==> config.mk <==
export PLATFORM = sky130hd
export DESIGN_NAME = mtm_alu_serializer
export DESIGN_NICKNAME = d
export VERILOG_FILES = /design/src/rtl/mtm_alu_pkg.sv /design/src/rtl/mtm_alu_ser_frame.sv /design/src/rtl/mtm_alu_serializer.sv
export SDC_FILE = /design/constraint.sdc
export NUM_CORES = 1
export LEC_CHECK = 0
export BUFFER_PORTS_ARGS = -buffer_cell sky130_fd_sc_hd__buf_2
export CAP_MARGIN = 10
export CORE_MARGIN = 2
export CORE_UTILIZATION = 35
export CTS_CLUSTER_SIZE = 28
export DETAILED_ROUTE_END_ITERATION = 10
export PLACE_DENSITY = 0.53
export SETUP_SLACK_MARGIN = 0.2
export SYNTH_ARGS = -nofsm -noshare
export SYNTH_HDL_FRONTEND = slang
export SYNTH_SLANG_ARGS = --single-unit
export TNS_END_PERCENT = 100
==> constraint.sdc <==
create_clock -name clk -period 2.3 [get_ports clk]
set_input_delay 0 -clock clk [delete_from_list [all_inputs] [get_ports clk]]
set_output_delay 0 -clock clk [all_outputs]
set_load 0.03 [all_outputs]
==> src/rtl/mtm_alu_pkg.sv <==
// Shared definitions for the MTM ALU serial output stage: status codes,
// frame type bits, frame geometry and the bit-level state encoding.
package mtm_alu_pkg;

  localparam logic [7:0] ERR_DATA = 8'hC9;
  localparam logic [7:0] ERR_CRC  = 8'hA5;
  localparam logic [7:0] ERR_OP   = 8'h93;

  localparam logic PKT_DATA = 1'b0;
  localparam logic PKT_CMD  = 1'b1;

  localparam int FRAME_BITS  = 11;
  localparam int DATA_FRAMES = 4;

  typedef enum logic [2:0] {
    IDLE,
    START,
    TYPE,
    PAYLOAD,
    STOP
  } ser_state_e;

  // Status bytes that replace a result with a single CMD frame.
  function automatic logic is_err_code(input logic [7:0] ctl);
    return (ctl == ERR_DATA) || (ctl == ERR_CRC) || (ctl == ERR_OP);
  endfunction

endpackage

==> src/rtl/mtm_alu_ser_frame.sv <==
// Shifts out one 11-bit frame: start(0), type, 8 payload bits MSB first,
// stop(1). Each bit is held for CLKS_PER_BIT clocks. When the stop bit ends
// without a new start, one idle bit-time (sout=1) is enforced before the
// frame shifter reports itself free again.
// Ports:
//   clk, reset    : clock, synchronous active-low reset
//   start         : load ftype/payload and begin a frame (accepted when free
//                   or on the last cycle of a stop bit, giving gapless frames)
//   ftype,payload : frame type bit and data byte
//   busy          : frame in flight or idle gap not yet elapsed
//   done          : last cycle of the stop bit
//   sout          : registered serial line, idle high
module mtm_alu_ser_frame
  import mtm_alu_pkg::*;
#(
  parameter int CLKS_PER_BIT = 1
) (
  input  logic       clk,
  input  logic       reset,
  input  logic       start,
  input  logic       ftype,
  input  logic [7:0] payload,
  output logic       busy,
  output logic       done,
  output logic       sout
);

  localparam int CW = (CLKS_PER_BIT > 1) ? $clog2(CLKS_PER_BIT) : 1;
  localparam logic [CW-1:0] CNT_LAST = CW'(CLKS_PER_BIT - 1);
  // Payload spans the frame minus start, type and stop bits; index counts down.
  localparam logic [2:0] IDX_FIRST = 3'(FRAME_BITS - 4);

  ser_state_e    state, state_n;
  logic [CW-1:0] cnt, cnt_n;
  logic [2:0]    idx, idx_n;
  logic [7:0]    shreg, shreg_n;
  logic          typ, typ_n;
  logic          sout_n;
  logic          gap, gap_n;
  logic          bit_end, ready, load;

  assign bit_end = (cnt == CNT_LAST);
  // Free once idle with no pending gap, or in the final cycle of the gap bit.
  assign ready   = (state == IDLE) && (!gap || bit_end);
  assign busy    = !ready;
  assign done    = (state == STOP) && bit_end;
  assign load    = start && (ready || done);

  always_ff @(posedge clk) begin
    if (!reset) begin
      state <= IDLE;
      cnt   <= '0;
      idx   <= '0;
      shreg <= '0;
      typ   <= 1'b0;
      sout  <= 1'b1;
      gap   <= 1'b0;
    end else begin
      state <= state_n;
      cnt   <= cnt_n;
      idx   <= idx_n;
      shreg <= shreg_n;
      typ   <= typ_n;
      sout  <= sout_n;
      gap   <= gap_n;
    end
  end

  always_comb begin
    state_n = state;
    cnt_n   = cnt;
    idx_n   = idx;
    shreg_n = shreg;
    typ_n   = typ;
    sout_n  = sout;
    gap_n   = gap;
    if (state != IDLE || gap) cnt_n = bit_end ? '0 : cnt + 1'b1;
    unique case (state)
      IDLE: begin
        sout_n = 1'b1;
        if (gap && bit_end) gap_n = 1'b0;
      end
      START: if (bit_end) begin
        state_n = TYPE;
        sout_n  = typ;
      end
      TYPE: if (bit_end) begin
        state_n = PAYLOAD;
        idx_n   = IDX_FIRST;
        sout_n  = shreg[7];
      end
      PAYLOAD: if (bit_end) begin
        if (idx == 3'd0) begin
          state_n = STOP;
          sout_n  = 1'b1;
        end else begin
          idx_n   = idx - 3'd1;
          shreg_n = {shreg[6:0], 1'b0};
          sout_n  = shreg[6];
        end
      end
      STOP: if (bit_end) begin
        state_n = IDLE;
        gap_n   = 1'b1;
        sout_n  = 1'b1;
      end
      default: state_n = IDLE;
    endcase
    // A new frame overrides the stop->idle transition so frames abut.
    if (load) begin
      state_n = START;
      cnt_n   = '0;
      sout_n  = 1'b0;
      shreg_n = payload;
      typ_n   = ftype;
      gap_n   = 1'b0;
    end
  end

endmodule

==> src/rtl/mtm_alu_serializer.sv <==
// MTM ALU output stage: turns result C and control byte CTL into serial
// packets on sout. A valid result (CTL[7]==0) sends 4 DATA frames (C, MSB
// byte first) then a CMD frame carrying CTL; an error status sends only the
// CMD frame. Inputs are latched when a packet starts and ignored until the
// packet and its trailing idle bit are over.
// Optional build macro SER_DEDUP_EN: suppress a packet whose {Cin,CTLin}
// equals the last transmitted pair (cleared by reset).
// Ports:
//   clk, reset : clock, synchronous active-low reset
//   Cin        : 32-bit ALU result
//   CTLin      : control/status byte
//   sout       : registered serial output, idle high
module mtm_alu_serializer
  import mtm_alu_pkg::*;
#(
  parameter int CLKS_PER_BIT = 1
) (
  input  logic        clk,
  input  logic        reset,
  input  logic [31:0] Cin,
  input  logic [7:0]  CTLin,
  output logic        sout
);

  logic [31:0] c_lat;
  logic [7:0]  ctl_lat;
  logic        err_lat;
  logic [2:0]  frame_idx;
  logic [2:0]  next_idx;
  logic        busy, done;
  logic        trig, trig_err, fresh, more;
  logic        start, ftype;
  logic [7:0]  payload;

`ifdef SER_DEDUP_EN
  logic [39:0] last_pair;
  logic        last_vld;
`endif

  mtm_alu_ser_frame #(
    .CLKS_PER_BIT(CLKS_PER_BIT)
  ) u_frame (
    .clk    (clk),
    .reset  (reset),
    .start  (start),
    .ftype  (ftype),
    .payload(payload),
    .busy   (busy),
    .done   (done),
    .sout   (sout)
  );

  always_comb begin
    trig_err = is_err_code(CTLin);
`ifdef SER_DEDUP_EN
    fresh = !last_vld || ({Cin, CTLin} != last_pair);
`else
    fresh = 1'b1;
`endif
    trig     = !busy && (trig_err || !CTLin[7]) && fresh;
    more     = !err_lat && (frame_idx < 3'(DATA_FRAMES));
    next_idx = frame_idx + 3'd1;
    start    = 1'b0;
    ftype    = PKT_DATA;
    payload  = 8'h00;
    // trig and done never coincide: busy is high throughout a frame.
    if (trig) begin
      start = 1'b1;
      if (trig_err) begin
        ftype   = PKT_CMD;
        payload = CTLin;
      end else begin
        payload = Cin[31:24];
      end
    end else if (done && more) begin
      start = 1'b1;
      unique case (next_idx)
        3'd1:    payload = c_lat[23:16];
        3'd2:    payload = c_lat[15:8];
        3'd3:    payload = c_lat[7:0];
        default: begin
          ftype   = PKT_CMD;
          payload = ctl_lat;
        end
      endcase
    end
  end

  always_ff @(posedge clk) begin
    if (!reset) begin
      c_lat     <= '0;
      ctl_lat   <= '0;
      err_lat   <= 1'b0;
      frame_idx <= '0;
`ifdef SER_DEDUP_EN
      last_pair <= '0;
      last_vld  <= 1'b0;
`endif
    end else if (trig) begin
      c_lat     <= Cin;
      ctl_lat   <= CTLin;
      err_lat   <= trig_err;
      frame_idx <= '0;
`ifdef SER_DEDUP_EN
      last_pair <= {Cin, CTLin};
      last_vld  <= 1'b1;
`endif
    end else if (done) begin
      frame_idx <= more ? next_idx : 3'd0;
    end
  end

endmodule

Word level (Yosys, flattened, before mapping). Cells that the tools add are included.

Add/subtract/negate cells: 3. Magnitude comparators: 1. Eq/ne operators: 25. Muxes and demuxes: 36. Bitwise logic cells: 3. Reduce and logical (&&, ||, !) cells: 32.

Operators by type and width (number): $mux 8 (7); $mux 3 (9); $eq 8x8->1 const B (3); $pmux 8 s3 (1); $mux 1 (15); $pmux 3 s5 (1); $ne 2x2->1 const B (7); $eq 3x2->1 const B (4); $ne 3x3->1 const B (4); $reduce_and 6->1 (2); $logic_and 1x1->1 (7); $eq 3x1->1 const B (2); $logic_not 3->1 (2); $logic_or 1x1->1 (6); $ne 2x1->1 const B (3); $pmux 3 s2 (1); $reduce_and 3->1 (2); $reduce_bool 2->1 (3); $reduce_bool 6->1 (1); $pmux 1 s5 (1); $reduce_and 5->1 (1); $reduce_and 4->1 (1); $reduce_or 2->1 (2); $add 3x1->3 const B (1); 10 further kinds (14).

Bits in registers: 54. Input bits: 42. Output and inout bits: 1. Word-level logic and storage cells: 112.

Logic depth before layout (Yosys ltp).
Word-level depth: 9. Gate-level depth with buffers: 9. Mapped depth without buffers: 7.

Modules after synthesis. A second synthesis with hierarchy kept.

Cell total of the unflattened synthesis: 321. Area total of the unflattened synthesis: 2795.2 µm².

By module, submodules not included: mtm_alu_serializer (times used 1, cells an instance 235, area each 2037.0 µm², sequential area each 720.7 µm²); mtm_alu_ser_frame (times used 1, cells an instance 86, area each 758.2 µm², sequential area each 320.3 µm²).

Worst setup path after synthesis. No wires, ideal clock.

Path type: register to register. From: register frame_idx[0]. To: register u_frame.shreg[1]. Library setup time: 0.120 ns. Data arrival time: 1.613 ns. Data required time: 2.180 ns. Slack: 0.567 ns. Cell stages (with the launch flop): 9. Path buffers: 2. Period minus slack after synthesis: 1.733 ns. Path through: dfxtp_1 -> ha_1 -> clkbuf_1 -> nor3_1 -> or2_1 -> buf_2 -> a21oi_1 -> nor2_1 -> o31a_1.

Longest elaborated chain between the ends: 8. Elaborated cells on any way between the ends: 18. Classes of those cells: 1 x add/sub; 1 x order compare; 5 x eq/ne; 6 x mux; 5 x reduce/logical.

Ends and longest elaborated chain: start, declared (line mtm_alu_serializer.sv:28) `logic [2:0] frame_idx;`; start signal, assigned (line mtm_alu_serializer.sv:109) `frame_idx <= more ? next_idx : 3'd0;`; branches (longest 8 deep; another with $add 3x1->3); end signal, assigned (line mtm_alu_ser_frame.sv:62) `shreg <= shreg_n;`; end, declared (line mtm_alu_ser_frame.sv:36) `logic [7:0] shreg, shreg_n;`.

Several ways; the timed one is not identified. A chain may end at the register's enable or synchronous reset.

Worst setup path in the final report.
From: input CTLin[2]. To: register c_lat[3].

Longest elaborated chain between the ends: 5. Elaborated cells on any way between the ends: 7. Classes of those cells: 3 x eq/ne; 4 x reduce/logical.

Ends and longest elaborated chain: start, declared (line mtm_alu_serializer.sv:21) `input logic [7:0] CTLin,`; $eq 8x8->1 (line mtm_alu_pkg.sv:25) `return (ctl == ERR_DATA) || (ctl == ERR_CRC) || (ctl == ERR_OP);`; $logic_or 1x1->1 (line mtm_alu_pkg.sv:25); $logic_or 1x1->1 * (line mtm_alu_pkg.sv:25); $logic_or 1x1->1 * (line mtm_alu_serializer.sv:60) `trig = !busy && (trig_err || !CTLin[7]) && fresh;`; $logic_and 1x1->1 * (line mtm_alu_serializer.sv:60); end signal, assigned (line mtm_alu_serializer.sv:100) `c_lat <= Cin;`; end, declared (line mtm_alu_serializer.sv:25) `logic [31:0] c_lat;`.

Mark *: on every way between the ends. The rest lies on a longest branch, timed or not.

==> impl_metrics.csv <==
group,metric,value,unit
routing,wl,6.68,mm
routing,wl_per_cell,14.9,µm
routing,viasPerCell,5.15,
finish,final_core_util,45.3,%
outcome,status,"finished, final reports clean",
synth,synth-simple-area-share,19.0,%
floorplanning,start_util,36.1,%
timing,slew_headroom,59.8,%
routing,drt_first_iter_violations,128,
placed_design,dpl.hpwl,4.73,mm
synth,syn_nets,333,
timing,finalHoldViolCount,0,
clock_tree,clk_latency,0.31,ns
synth,synth_seq_cells,52,
power,switching_share,29.8,%
synth,async_flop_share,0,%
placed_design,place_congestion,0.835,
global_routing,grt_pass1_vias,2269,
routing,drc,0,
finish,num_antenna_cells,0,
worst_setup_path,critPathMaxFanout,31,
power,p_leak,1.43,nW
finish,final_cell_count_no_fill,449,
worst_setup_path,cp_slowest_cell,"dlygate4sd3_1",
synth,synth_warnings,0,
synth,synth_compound_area_share,20.0,%
clock_tree,clockRootBuffer,"clkbuf_8",
worst_setup_path,path_buf_inv,3,
clock_tree,clock-sinks,52,
power,vdd_drop_max,0.313,mV
power,seq_power_share,50.0,%
floorplanning,fp.dieH,90.3,µm
worst_setup_path,cp.required,2.49,ns
synth,netlist_instances,285,
clock_tree,clkTransAtPathRegs,0.09,ns
power,p_sw,0.632,mW
worst_setup_path,cp_cell_sequence,"dlygate4sd3_1 > buf_2 > and4bb_2 > o211a_1 > o21ai_4 > buf_12 > mux2i_1 > nor2_1",
synth,synth_flop_cell,"dfxtp_1",
timing,fmax,517,MHz
synth,synth-adder-area-share,2.88,%
worst_setup_path,critical-path-top-delay-family,"buffers and inverters",
timing,period_share,84.1,%
placed_design,io_buffers,42,
clock_tree,cts_buffers,5,
power,power_density,648,nW/µm²
timing,fin_tns_setup,0,ns
floorplanning,die_x,90.3,µm
timing,fin_crit,1.94,ns
floorplanning,rows,31,
finish,stdcell_area,3270,µm²
placed_design,placedInstanceArea,2870,µm²
floorplanning,io_pins,43,
routing,first_pass_iters,4,
power,power,2.12,mW
job,maxCapViolCount,0,
global_routing,grt_max_degree,32,
min_path,hp-class,"in -> reg",
synth,ys_types,52,
synth,synth_area_per_cell,9.14,µm²
clock_tree,clock_path_buffers,2,
finish,syn2layout_area_growth,25.6,%
power,p_int,1.49,mW
global_routing,grt_pass1_wl,11.0,mm
synth,synth-edff-count,0,
floorplanning,core_area,7210,µm²
synth,synth.yosys.seq_area_share,40.0,%
synth,muxShareOfSynthArea,11.9,%
placed_design,placedCellCount,411,
worst_setup_path,cpPeakStageDelay,0.53,ns
power,comb_power_share,24.1,%
timing,rsz0062_at_grt,"no",
finish,fill_cells,728,
timing,slew_viol_final,0,
worst_setup_path,cp-end-kind,"register",
routing,ant_nets,0,
floorplanning,die_area,8150,µm²
clock_tree,cts_tree,"yes",
worst_setup_path,crit_arrival,2.12,ns
finish,layout_common_cells,"nor2_1, dfxtp_1, buf_2",
synth,synth_xor_area_share,0.336,%
worst_setup_path,cp-start-kind,"input port",
worst_setup_path,crit_type,"in -> reg",
finish,fin_nets,397,
synth,synth_top_family_by_area,"compound AO/OA/AOI/OAI gates",
finish,drive_above_1_share,18.6,%
routing,dr_total_vias,2312,
timing,worst_slew_pin_slew,0.600,ns
global_routing,grt.overflow.total,0,
global_routing,grt_antenna_before_repair,0,
clock_tree,htreeDepth,2,
timing,setup_viol,0,
timing,clock_skew,0.0139,ns
synth,synth_area,2600,µm²
global_routing,grtUsageTotal,16.7,%
power,pwr-share-clk,26.0,%
power by group through the flow:
stage | Sequential [mW] | Combinational (mW) | Clock [mW]
floorplan | 1.05 | 0.380 | 0
global placement | 1.08 | 0.470 | 0
detailed placement | 1.08 | 0.471 | 0
CTS | 1.06 | 0.512 | 0.568
global route | 1.07 | 0.566 | 0.599
finish | 1.06 | 0.510 | 0.551
sequential cells by signal, indices dropped and copies added (netlist names):
register       flops
u_frame.idx        3
frame_idx          3
u_frame.shreg      8
err_lat            1
u_frame.typ        1
u_frame.state      3
u_frame.sout       1
c_lat             24
ctl_lat            8
worst reg2reg max path: stages, from the launching register on:
cell and delay [ns]:
dfxtp_1 0.37, inv_1 0.10, ha_1 0.38, nor3_1 0.08
or2_1 0.33, a21oi_1 0.25, nor2_1 0.07, o31a_1 0.23
repair_timing:
action | CTS | global route
gates resized for setup | 0 | 1
buffers inserted | 0 | 0
hold buffers | 30 | 0
hold endpoints to repair | 32 | 0
setup endpoints to repair | 0 | 1
through the flow:
stage | setup WS (ns) | hold slack, ns
final | 0.365 | 0.0113
after global routing | 0.233 | 0.0166
after CTS | 0.323 | 0.0120
after detailed placement | 0.340 | 0.239
after global placement | 0.346 | 0.229
after floorplan | 0.567 | 0.0711
worst paths after layout:
path | startpoint | endpoint | slack [ns] | depth (start not counted)
worst min-delay path | CTLin[6] | ctl_lat[6] | 0.01 | 3
worst min register to register | u_frame.idx[0] | u_frame.idx[0] | 0.49 | 1
worst max register to register | frame_idx[0] | u_frame.shreg[1] | 0.38 | 7
worst max-delay path | CTLin[2] | c_lat[3] | 0.36 | 8
Yosys cell counts (3+ instances only):
cell | count | area share (%)
buf_6 | 5 | 2.2
nor3_1 | 7 | 1.3
mux2i_1 | 31 | 12
a211o_1 | 4 | 1.3
dfxtp_1 | 52 | 40
a222oi_1 | 8 | 3.1
clkbuf_1 | 9 | 1.3
ha_1 | 6 | 2.9
o2bb2ai_1 | 7 | 2.4
a32oi_1 | 4 | 1.3
inv_1 | 8 | 1.2
nor2_1 | 52 | 7.5
nand2_1 | 16 | 2.3
and3_1 | 3 | 0.72
a211oi_1 | 7 | 2.0
a21oi_1 | 11 | 2.1
nand2b_1 | 3 | 0.72
a31oi_1 | 5 | 1.2
buf_2 | 3 | 0.58
routing by layer:
layer  track usage, %  vias up  share of wire [%]
li1                 -     1169                  -
met1             22.5     1092                 46
met2             27.8       41                 49
met3             2.84       10                3.5
met4             4.36        0                1.5
met5                0        -                  0
layout make-up:
class	count	area (µm²)	share of cell area, %
sequential	52	1040	31.8
tap	99	124	3.79
timing repair buffer	76	566	17.3
clock buffer	7	86.3	2.64
inverter	9	33.8	1.03
multi-input combinational	205	1410	43.2
clock inverter	1	7.51	0.230
cells by family (layout without fill, tap and decap cells):
family	count (synthesis)	in the layout
adder cells (fa/ha/maj)	6	6
flip-flops	52	52
AO/OA/AOI/OAI	66	66
AND/OR/NAND/NOR	101	101
buffers and inverters	28	93
multiplexers	31	31
XOR/XNOR	1	1
Power figures use the tool's default switching activity.
